[config.mk]
export PLATFORM = sky130hd
export DESIGN_NAME = mem_arbiter_flat
export DESIGN_NICKNAME = d
export VERILOG_FILES = /design/src/rtl/mem_pkg.sv /design/src/rtl/mem_arbiter_if.sv /design/src/rtl/lat_tag_pipe.sv /design/src/rtl/mem_arbiter.sv /design/src/flat_wrapper.sv
export SDC_FILE = /design/constraint.sdc
export NUM_CORES = 1
export LEC_CHECK = 0
export BUFFER_PORTS_ARGS = -buffer_cell sky130_fd_sc_hd__buf_2
export CAP_MARGIN = 10
export CORE_AREA = 2 2 79 81
export DETAILED_ROUTE_END_ITERATION = 8
export DIE_AREA = 0 0 81 83
export GPL_ROUTABILITY_DRIVEN = 0
export PLACE_DENSITY = 0.75
export SYNTH_ARGS = -nofsm -noshare
export SYNTH_HDL_FRONTEND = slang
export SYNTH_HIERARCHICAL = 1
export SYNTH_SLANG_ARGS = --single-unit
[constraint.sdc]
create_clock -name clk -period 1 [get_ports clk]
set_input_delay 0.05 -clock clk [delete_from_list [all_inputs] [get_ports clk]]
set_output_delay 0.05 -clock clk [all_outputs]
set_load 0.01 [all_outputs]
[src/rtl/mem_pkg.sv]
// Shared definitions for the instruction/data memory arbiter: owner encoding,
// byte-enable width, legal read-latency range and the in-flight read tag.
package mem_pkg;

    typedef enum logic {
        OWN_IF = 1'b0,
        OWN_D  = 1'b1
    } owner_e;

    localparam int BE_W    = 4;
    localparam int LAT_MIN = 1;
    localparam int LAT_MAX = 4;

    typedef struct packed {
        logic   valid;
        owner_e owner;
    } tag_t;

endpackage

[src/rtl/mem_arbiter_if.sv]
// Bundles the fetch port, the load/store port and the memory-side bus of the
// arbiter; slave is the arbiter's view, master is the core/memory side.
interface mem_arbiter_if
    import mem_pkg::*;
#(
    parameter int AW = 8,
    parameter int DW = 32
) ();

    logic            if_req;
    logic [AW-1:0]   if_addr;
    logic            if_gnt;
    logic            if_rvalid;
    logic [DW-1:0]   if_rdata;

    logic            d_req;
    logic            d_we;
    logic [BE_W-1:0] d_be;
    logic [AW-1:0]   d_addr;
    logic [DW-1:0]   d_wdata;
    logic            d_gnt;
    logic            d_rvalid;
    logic [DW-1:0]   d_rdata;

    logic            mem_en;
    logic            mem_we;
    logic [BE_W-1:0] mem_be;
    logic [AW-1:0]   mem_addr;
    logic [DW-1:0]   mem_wdata;
    logic [DW-1:0]   mem_rdata;

    modport slave (
        input  if_req, if_addr,
        output if_gnt, if_rvalid, if_rdata,
        input  d_req, d_we, d_be, d_addr, d_wdata,
        output d_gnt, d_rvalid, d_rdata,
        output mem_en, mem_we, mem_be, mem_addr, mem_wdata,
        input  mem_rdata
    );

    modport master (
        output if_req, if_addr,
        input  if_gnt, if_rvalid, if_rdata,
        output d_req, d_we, d_be, d_addr, d_wdata,
        input  d_gnt, d_rvalid, d_rdata,
        input  mem_en, mem_we, mem_be, mem_addr, mem_wdata,
        output mem_rdata
    );

endinterface

[src/rtl/lat_tag_pipe.sv]
// Fixed-latency shift register of {valid, owner} tags that follows each memory
// access so returning read data can be steered to the port that issued it.
module lat_tag_pipe
    import mem_pkg::*;
#(
    parameter int LAT = 1
) (
    input  logic clk,
    input  logic reset,
    input  tag_t tag_in,
    output tag_t tag_out
);

    tag_t stage [LAT];

    // NOTE: this is a handful of flops rather than a RAM, so every stage is
    // cleared on reset; that is what drops reads still in flight.
    always_ff @(posedge clk) begin
        if (reset) begin
            for (int i = 0; i < LAT; i++) stage[i] <= '0;
        end else begin
            stage[0] <= tag_in;
            for (int i = 1; i < LAT; i++) stage[i] <= stage[i-1];
        end
    end

    assign tag_out = stage[LAT-1];

endmodule

[src/rtl/mem_arbiter.sv]
// Round-robin arbiter sharing one single-port synchronous memory between the
// instruction-fetch port and the load/store port, with tagged read return.
module mem_arbiter
    import mem_pkg::*;
#(
    parameter int AW  = 8,
    parameter int DW  = 32,
    parameter int LAT = 1
) (
    input  logic          clk,
    input  logic          reset,
    mem_arbiter_if.slave  bus
);

    owner_e          prio;
    logic            if_gnt;
    logic            d_gnt;
    logic            mem_en;
    logic            mem_we;
    logic [BE_W-1:0] mem_be;
    logic [AW-1:0]   mem_addr;
    logic [DW-1:0]   mem_wdata;
    tag_t            tag_in;
    tag_t            tag_out;
    logic            if_rvalid;
    logic            d_rvalid;

    // NOTE: every output of a combinational block gets a default first so no
    // path through the block can leave it unassigned and infer a latch.
    always_comb begin
        if_gnt = 1'b0;
        d_gnt  = 1'b0;
        if (!reset) begin
            if (bus.if_req && bus.d_req) begin
                if (prio == OWN_D) d_gnt  = 1'b1;
                else               if_gnt = 1'b1;
            end else begin
                if_gnt = bus.if_req;
                d_gnt  = bus.d_req;
            end
        end
    end

    // The pointer always moves to the port that just lost (or did not ask),
    // so a lone requester never starves a competitor that shows up later.
    // NOTE: state registers use non-blocking assignments so all flops update
    // together from values sampled at the same edge.
    always_ff @(posedge clk) begin
        if (reset)       prio <= OWN_D;
        else if (d_gnt)  prio <= OWN_IF;
        else if (if_gnt) prio <= OWN_D;
    end

    always_comb begin
        mem_en    = 1'b0;
        mem_we    = 1'b0;
        mem_be    = '0;
        mem_addr  = '0;
        mem_wdata = '0;
        if (d_gnt) begin
            mem_en    = 1'b1;
            mem_we    = bus.d_we;
            mem_be    = bus.d_be;
            mem_addr  = bus.d_addr;
            mem_wdata = bus.d_wdata;
        end else if (if_gnt) begin
            mem_en    = 1'b1;
            mem_be    = '1;
            mem_addr  = bus.if_addr;
        end
    end

    // Stores travel down the pipe as bubbles so read tags stay aligned with
    // the memory's fixed read latency.
    assign tag_in = '{valid: if_gnt | (d_gnt & ~bus.d_we),
                      owner: d_gnt ? OWN_D : OWN_IF};

    lat_tag_pipe #(.LAT(LAT)) u_tag_pipe (
        .clk     (clk),
        .reset   (reset),
        .tag_in  (tag_in),
        .tag_out (tag_out)
    );

    assign if_rvalid = ~reset & tag_out.valid & (tag_out.owner == OWN_IF);
    assign d_rvalid  = ~reset & tag_out.valid & (tag_out.owner == OWN_D);

    assign bus.if_gnt    = if_gnt;
    assign bus.d_gnt     = d_gnt;
    assign bus.if_rvalid = if_rvalid;
    assign bus.d_rvalid  = d_rvalid;
    assign bus.if_rdata  = if_rvalid ? bus.mem_rdata : '0;
    assign bus.d_rdata   = d_rvalid  ? bus.mem_rdata : '0;
    assign bus.mem_en    = mem_en;
    assign bus.mem_we    = mem_we;
    assign bus.mem_be    = mem_be;
    assign bus.mem_addr  = mem_addr;
    assign bus.mem_wdata = mem_wdata;

endmodule

[src/flat_wrapper.sv]
// flat-port wrapper written by rule: the top's interface ports become plain ports
module mem_arbiter_flat import mem_pkg::*;
#(
    parameter int AW  = 8,
    parameter int DW  = 32,
    parameter int LAT = 1
)
  (clk, reset, bus_if_req, bus_if_addr, bus_if_gnt, bus_if_rvalid, bus_if_rdata, bus_d_req, bus_d_we, bus_d_be, bus_d_addr, bus_d_wdata, bus_d_gnt, bus_d_rvalid, bus_d_rdata, bus_mem_en, bus_mem_we, bus_mem_be, bus_mem_addr, bus_mem_wdata, bus_mem_rdata);
  mem_arbiter_if #(.AW(AW), .DW(DW)) bus_i ();
  input  logic clk;
  input  logic reset;
  input wire logic [$bits(bus_i.if_req)-1:0] bus_if_req;
  input wire logic [$bits(bus_i.if_addr)-1:0] bus_if_addr;
  output wire logic [$bits(bus_i.if_gnt)-1:0] bus_if_gnt;
  output wire logic [$bits(bus_i.if_rvalid)-1:0] bus_if_rvalid;
  output wire logic [$bits(bus_i.if_rdata)-1:0] bus_if_rdata;
  input wire logic [$bits(bus_i.d_req)-1:0] bus_d_req;
  input wire logic [$bits(bus_i.d_we)-1:0] bus_d_we;
  input wire logic [$bits(bus_i.d_be)-1:0] bus_d_be;
  input wire logic [$bits(bus_i.d_addr)-1:0] bus_d_addr;
  input wire logic [$bits(bus_i.d_wdata)-1:0] bus_d_wdata;
  output wire logic [$bits(bus_i.d_gnt)-1:0] bus_d_gnt;
  output wire logic [$bits(bus_i.d_rvalid)-1:0] bus_d_rvalid;
  output wire logic [$bits(bus_i.d_rdata)-1:0] bus_d_rdata;
  output wire logic [$bits(bus_i.mem_en)-1:0] bus_mem_en;
  output wire logic [$bits(bus_i.mem_we)-1:0] bus_mem_we;
  output wire logic [$bits(bus_i.mem_be)-1:0] bus_mem_be;
  output wire logic [$bits(bus_i.mem_addr)-1:0] bus_mem_addr;
  output wire logic [$bits(bus_i.mem_wdata)-1:0] bus_mem_wdata;
  input wire logic [$bits(bus_i.mem_rdata)-1:0] bus_mem_rdata;
  assign bus_i.if_req = bus_if_req;
  assign bus_i.if_addr = bus_if_addr;
  assign bus_if_gnt = bus_i.if_gnt;
  assign bus_if_rvalid = bus_i.if_rvalid;
  assign bus_if_rdata = bus_i.if_rdata;
  assign bus_i.d_req = bus_d_req;
  assign bus_i.d_we = bus_d_we;
  assign bus_i.d_be = bus_d_be;
  assign bus_i.d_addr = bus_d_addr;
  assign bus_i.d_wdata = bus_d_wdata;
  assign bus_d_gnt = bus_i.d_gnt;
  assign bus_d_rvalid = bus_i.d_rvalid;
  assign bus_d_rdata = bus_i.d_rdata;
  assign bus_mem_en = bus_i.mem_en;
  assign bus_mem_we = bus_i.mem_we;
  assign bus_mem_be = bus_i.mem_be;
  assign bus_mem_addr = bus_i.mem_addr;
  assign bus_mem_wdata = bus_i.mem_wdata;
  assign bus_i.mem_rdata = bus_mem_rdata;
  mem_arbiter #(.AW(AW), .DW(DW), .LAT(LAT)) u_core (.clk(clk), .reset(reset), .bus(bus_i));
endmodule
==> results.yml, run 1 <==
cells_and_area:
  drive_above_1_share_pct: 74.9
  area_growth_pct: 98.4
  antenna_cells: 0
  fin_cells: 449
  nets: 464
worst_hold_path:
  hold_end: "u_core/u_tag_pipe/stage[0][0]"
  hold_path.class: "primary input to flip-flop"
  holdPathStages: 2
  min_from: "reset"
critical_path:
  critical_path_class: "flip-flop to output pin"
  reg2reg_depth: 5
  cp_max_fo: 5
  crit_chain: "nor2b_4, buf_12, buf_12, o32ai_2, buf_2"
  end_kind: "output pin"
  critPathRequiredTime_ns: 0.95
  cp_common_cell: "buf_12"
  cp-start-kind: "flip-flop"
  cp_slowest_cell: "dfxtp_4"
  slowest_delay_ns: 0.35
  reg2reg_slack_ns: -0.16
  arrival_ns: 1.25
  r2r-start: "u_core/prio"
  reg2reg_to: "u_core/u_tag_pipe/stage[0][1]"
clock_tree:
  htreeDepth: 1
  clock_latency_ns: 0.22
  cts_hold_buffers: 0
  cts.sinks: 3
  cts_max_path_buffers: 2
  path_clk_slew_ns: 0.03
  cts_tree: "done"
  cts_root_buf: "clkbuf_8"
  cts_buffers: 3
yosys:
  synth.area.top_cells: "and2_1 29%, nor3b_2 26%, buf_6 10%"
  async_reset_ff_share_pct: 0
  synthesis.nets: 258
  synthMostInstantiatedCell: "and2_1"
  avgSynthCellArea_um2: 8.31
  ys_seq_area_share_pct: 4.28
  synthDistinctLibCells: 22
  synthFlopType: "dfxtp_1"
  synth_top_area_share_pct: 28.5
  synth_edf_count: 0
  synthTopCellsByCount: "64 x and2_1, 29 x nor3b_2, 17 x nand2b_1"
  syn-cell-area_um2: 1400
  synth_top_cell_by_area: "and2_1"
  syn_inst: 169
  synth-seq-cells: 3
  ys_warn_count: 6
status:
  outcome: "complete, but fails checks"
  violations: "setup timing"
timing:
  hold_viol: 0
  final_max_slew_viol_count: 0
  worst_slack_ns: -0.303
  max_freq_ghz: 0.767
  rsz0062_at_grt: "true"
  period_minus_slack_ns: 1.30
  worst_slew_pin_slew_ns: 0.214
  clock_skew_ns: 0.000787
  relSlewSlack_pct: 85.7
  post-route-period-util_pct: 130
  finalSetupViolations: 115
pwr:
  powerDensity_nw_per_um2: 472
  p_leak_uw: 0.00159
  peakVddDrop_uv: 527
  power_uw: 1320
routing:
  drc: 0
  vias: 1967
  drt-pass1-iter-count: 4
  wl_per_cell_um: 12.8
  antenna_left: 0
  routed_wl_um: 5760
  via_per_inst: 4.38
  first_iter_violations: 47
global_routing:
  antenna_found_initial: 0
  grt_usage_pct: 15.6
  grt_max_degree: 34
  grt_pass1_wl_um: 8490
  grt_pass1_vias: 1845
  grt.overflow.total: 0
floorplanning:
  io_pins: 203
  placementRows: 28
  die_w_um: 81
  core_um2: 5820
  die_area_um2: 6720
  die-height_um: 83
  start_util_pct: 24.1
placed_design:
  dpl.hpwl_um: 4500
  post-place-cells: 437
  portBuffers: 202
flow_run:
  max_cap_viol_count: 0
sequential cells by signal, summed over array words and instances (netlist names):
register / cells
u_core/u_tag_pipe/stage: 2
u_core/prio: 1
repair_timing:
item                                   in CTS  in global routing
setup endpoints to repair                 114                115
gates cloned                                4                  1
pin swaps                                  17                 19
buffers inserted                            2                  1
endpoints found under the hold margin       0                  0
resized for setup                          16                  8
worst max-delay path: cells and delay by family, from the launching register on:
family,cells,cell delay [ns]
flip-flops,1,0.35
buffers and inverters,3,0.45
AND/OR/NAND/NOR,1,0.05
AO/OA/AOI/OAI,1,0.19
power breakdown:
part	switching (uW)	internal [uW]	total, uW
sequential	5.40	127	133
combinational	375	451	826
clock	84.3	272	357
total	465	851	1320
through the flow:
step           area [um2]  setup WS [ns]  hold slack [ns]  utilization (%)  TNS [ns]
6_report             2790         -0.303            0.118             47.9    -28.46
3_3_place_gp         2490         -0.108            0.343             42.8     -2.20
3_5_place_dp         2490         -0.134            0.353             42.8     -4.24
5_1_grt              2790         -0.348            0.141             47.9    -34.54
4_1_cts              2710         -0.307            0.120             46.6    -29.04
2_1_floorplan        1430        -0.0357            0.122                -    -0.774
worst max-delay path by stage:
stage / from / to / slack (ns)
global placement: u_core/prio / bus_mem_addr[4] / -0.11
CTS: u_core/prio / bus_mem_addr[4] / -0.31
global route: u_core/prio / bus_mem_wdata[22] / -0.35
detailed placement: u_core/prio / bus_mem_addr[4] / -0.13
finish: u_core/prio / bus_mem_addr[4] / -0.30
floorplan: u_core/prio / u_core/u_tag_pipe/stage[0][0] / -0.04
cell families (layout without fill, tap and decap cells):
| kind of cell | count (synthesis) | after routing | synth area share (%) |
|---|---|---|---|
| flops | 3 | 3 | 4.28 |
| compound gates | 15 | 16 | 11.2 |
| simple gates | 130 | 130 | 71.3 |
| buf+inv | 21 | 225 | 13.2 |
area by class of cell:
type	count	area [um2]
inverter	1	3.75
timing repair buffer	220	1300
sequential	3	66.3
multi-input combinational	146	1280
tap	75	93.8
clock buffer	4	45.0
fill	564	3030
metal layers:
layer | wire length [um] | global-route usage (%) | vias up
met5 | 0 | 0 | -
met1 | 1970 | 14.7 | 886
met3 | 489 | 2.93 | 8
li1 | - | - | 968
met4 | 82 | 5.55 | 0
met2 | 3220 | 31.8 | 105
placed cells by master, fill, tap and decap left out, types with 4 or more instances in the layout:
master / instances
a21oi_2: 4
and2_1: 64
buf_12: 5
buf_2: 200
buf_4: 9
nand2_1: 5
nand2b_1: 17
nor3b_2: 28
nor3b_4: 6
o32ai_2: 8
(Power assumes the default switching activity.)
==> inputs of run 2 (changes only) <==
Settings changed: RECOVER_POWER set to 50.
==> results.yml, run 2 (synthesis results as in run 1) <==
routing:
  drc: 0
  vias: 1966
  drt-pass1-iter-count: 4
  routed_wl_um: 5770
  first_iter_violations: 47
  wl_per_cell_um: 12.8
  antenna_left: 0
  via_per_inst: 4.38
cells_and_area:
  drive_above_1_share_pct: 74.9
  largest-register: "u_core/u_tag_pipe/stage"
  area_growth_pct: 98.4
  final_cell_area_um2: 2790
  top_regs: "u_core/u_tag_pipe/stage x2, u_core/prio x1"
  postLayoutCoreUtil_pct: 47.9
  nets: 464
  antenna_cells: 0
  layout_commonest_cell: "buf_2"
  most-common-layout-cells: "199 x buf_2, 64 x and2_1, 28 x nor3b_2"
  largest_reg_flops: 2
critical_path:
  reg2reg_depth: 5
  arrival_ns: 1.25
  critical_path_class: "flip-flop to output pin"
  critPathRequiredTime_ns: 0.95
  cp_max_fo: 5
  worstSetupStartpoint: "u_core/prio"
  cp-start-kind: "flip-flop"
  reg2reg_slack_ns: -0.16
  reg2reg_to: "u_core/u_tag_pipe/stage[0][1]"
  r2r-start: "u_core/prio"
  cp_slowest_cell: "dfxtp_4"
  endpoint: "bus_mem_addr[4]"
  end_kind: "output pin"
  crit_chain: "nor2b_4, buf_12, buf_12, o32ai_2, buf_2"
  slowest_delay_ns: 0.35
  cp_common_cell: "buf_12"
pwr:
  netSwitchingFraction_pct: 35.4
  p_int_uw: 850
  seqPwrFrac_pct: 10.1
  combPwrFrac_pct: 62.8
  p_leak_uw: 0.00159
  peakVddDrop_uv: 527
  switching_power_uw: 465
  powerDensity_nw_per_um2: 472
  p_clk_share_pct: 27.1
global_routing:
  antenna_found_initial: 0
  grt_usage_pct: 15.6
  grt_max_degree: 34
  grt_pass1_wl_um: 8490
  grt.overflow.total: 0
  grt_pass1_vias: 1845
placed_design:
  dp_worst_setup_slack_ns: -0.134
  dpl.hpwl_um: 4500
  placed_cell_area_um2: 2490
  portBuffers: 202
status:
  violations: "setup timing"
  outcome: "complete, but fails checks"
timing:
  period_minus_slack_ns: 1.30
  hold_viol: 0
  worst_slew_pin_slew_ns: 0.221
  relSlewSlack_pct: 85.2
  post-route-period-util_pct: 130
  max_freq_ghz: 0.767
  finalSetupViolations: 115
  final_max_slew_viol_count: 0
  worst_slack_ns: -0.303
  clock_skew_ns: 0.000787
  rsz0062_at_grt: "true"
clock_tree:
  cts_buffers: 3
  htreeDepth: 1
  cts_tree: "done"
  clock_latency_ns: 0.22
  cts_hold_buffers: 0
  cts_max_path_buffers: 2
  path_clk_slew_ns: 0.03
  cts_root_buf: "clkbuf_8"
  cts.sinks: 3
floorplanning:
  io_pins: 203
  die_area_um2: 6720
  die-height_um: 83
  placementRows: 28
  die_w_um: 81
  start_util_pct: 24.1
  core_um2: 5820
flow_run:
  max_cap_viol_count: 0
worst_hold_path:
  hold_path.class: "primary input to flip-flop"
==> run 2: cell count changes in the layout (fill, tap and decap cells not counted), sizes merged <==
| cell | previous run | this run |
|---|---|---|
| clkbuf | 5 | 6 |
| buf | 219 | 218 |
==> run 2: area by class of cell <==
| type | count | area, um2 |
|---|---|---|
| clock buffers | 4 | 45.0 |
| inverters | 1 | 3.75 |
| flip-flops and latches | 3 | 66.3 |
| repair buffers | 220 | 1300 |
| multi-input cells | 146 | 1280 |
| well taps | 75 | 93.8 |
| fillers | 564 | 3030 |
==> run 2: worst max-delay path: cells and delay by family, from the launching register on <==
kind                   cells  cell delay (ns)
AOI/OAI and AO/OA          1             0.19
buffers and inverters      3             0.45
DFF                        1             0.35
and+or+nand+nor            1             0.05
==> run 2: worst min path at each step <==
stage,startpoint,end,slack (ns),cells after the start
after floorplan,reset,u_core/u_tag_pipe/stage[0][0],0.12,1
after global placement,reset,u_core/u_tag_pipe/stage[0][0],0.34,2
after detailed placement,reset,u_core/u_tag_pipe/stage[0][0],0.35,2
after CTS,reset,u_core/u_tag_pipe/stage[0][0],0.12,2
after global routing,reset,u_core/u_tag_pipe/stage[0][0],0.14,2
final,reset,u_core/u_tag_pipe/stage[0][0],0.12,2
==> run 2: timing repair <==
item / CTS / global route
cloned: 4 / 1
buffers inserted: 2 / 1
pin swaps: 17 / 19
resized for setup: 16 / 8
setup endpoints to repair: 114 / 115
endpoints found under the hold margin: 0 / 0
==> run 2: power by group through the flow <==
stage	sequential, uW	combinational [uW]	clock (uW)
floorplan	133	392	0
global placement	135	692	0
detailed placement	135	711	0
CTS	133	795	361
global route	134	892	377
finish	133	826	357
==> run 2: layer usage <==
metal  vias to the layer above  track usage, %  part of all wire, %
met3                         8            2.93                  8.5
met1                       885            14.7                   34
li1                        968               -                    -
met5                         -               0                    0
met4                         0            5.55                  1.4
met2                       105            31.8                   56
==> run 2: through the flow <==
stage          TNS (ns)  hold WS (ns)  instances  power, uW
3_3_place_gp      -2.20         0.343        437        826
2_1_floorplan    -0.774         0.122        169        525
6_report         -28.47         0.118        449       1320
3_5_place_dp      -4.24         0.353        437        846
4_1_cts          -29.04         0.120        447       1290
5_1_grt          -34.54         0.141        449       1400
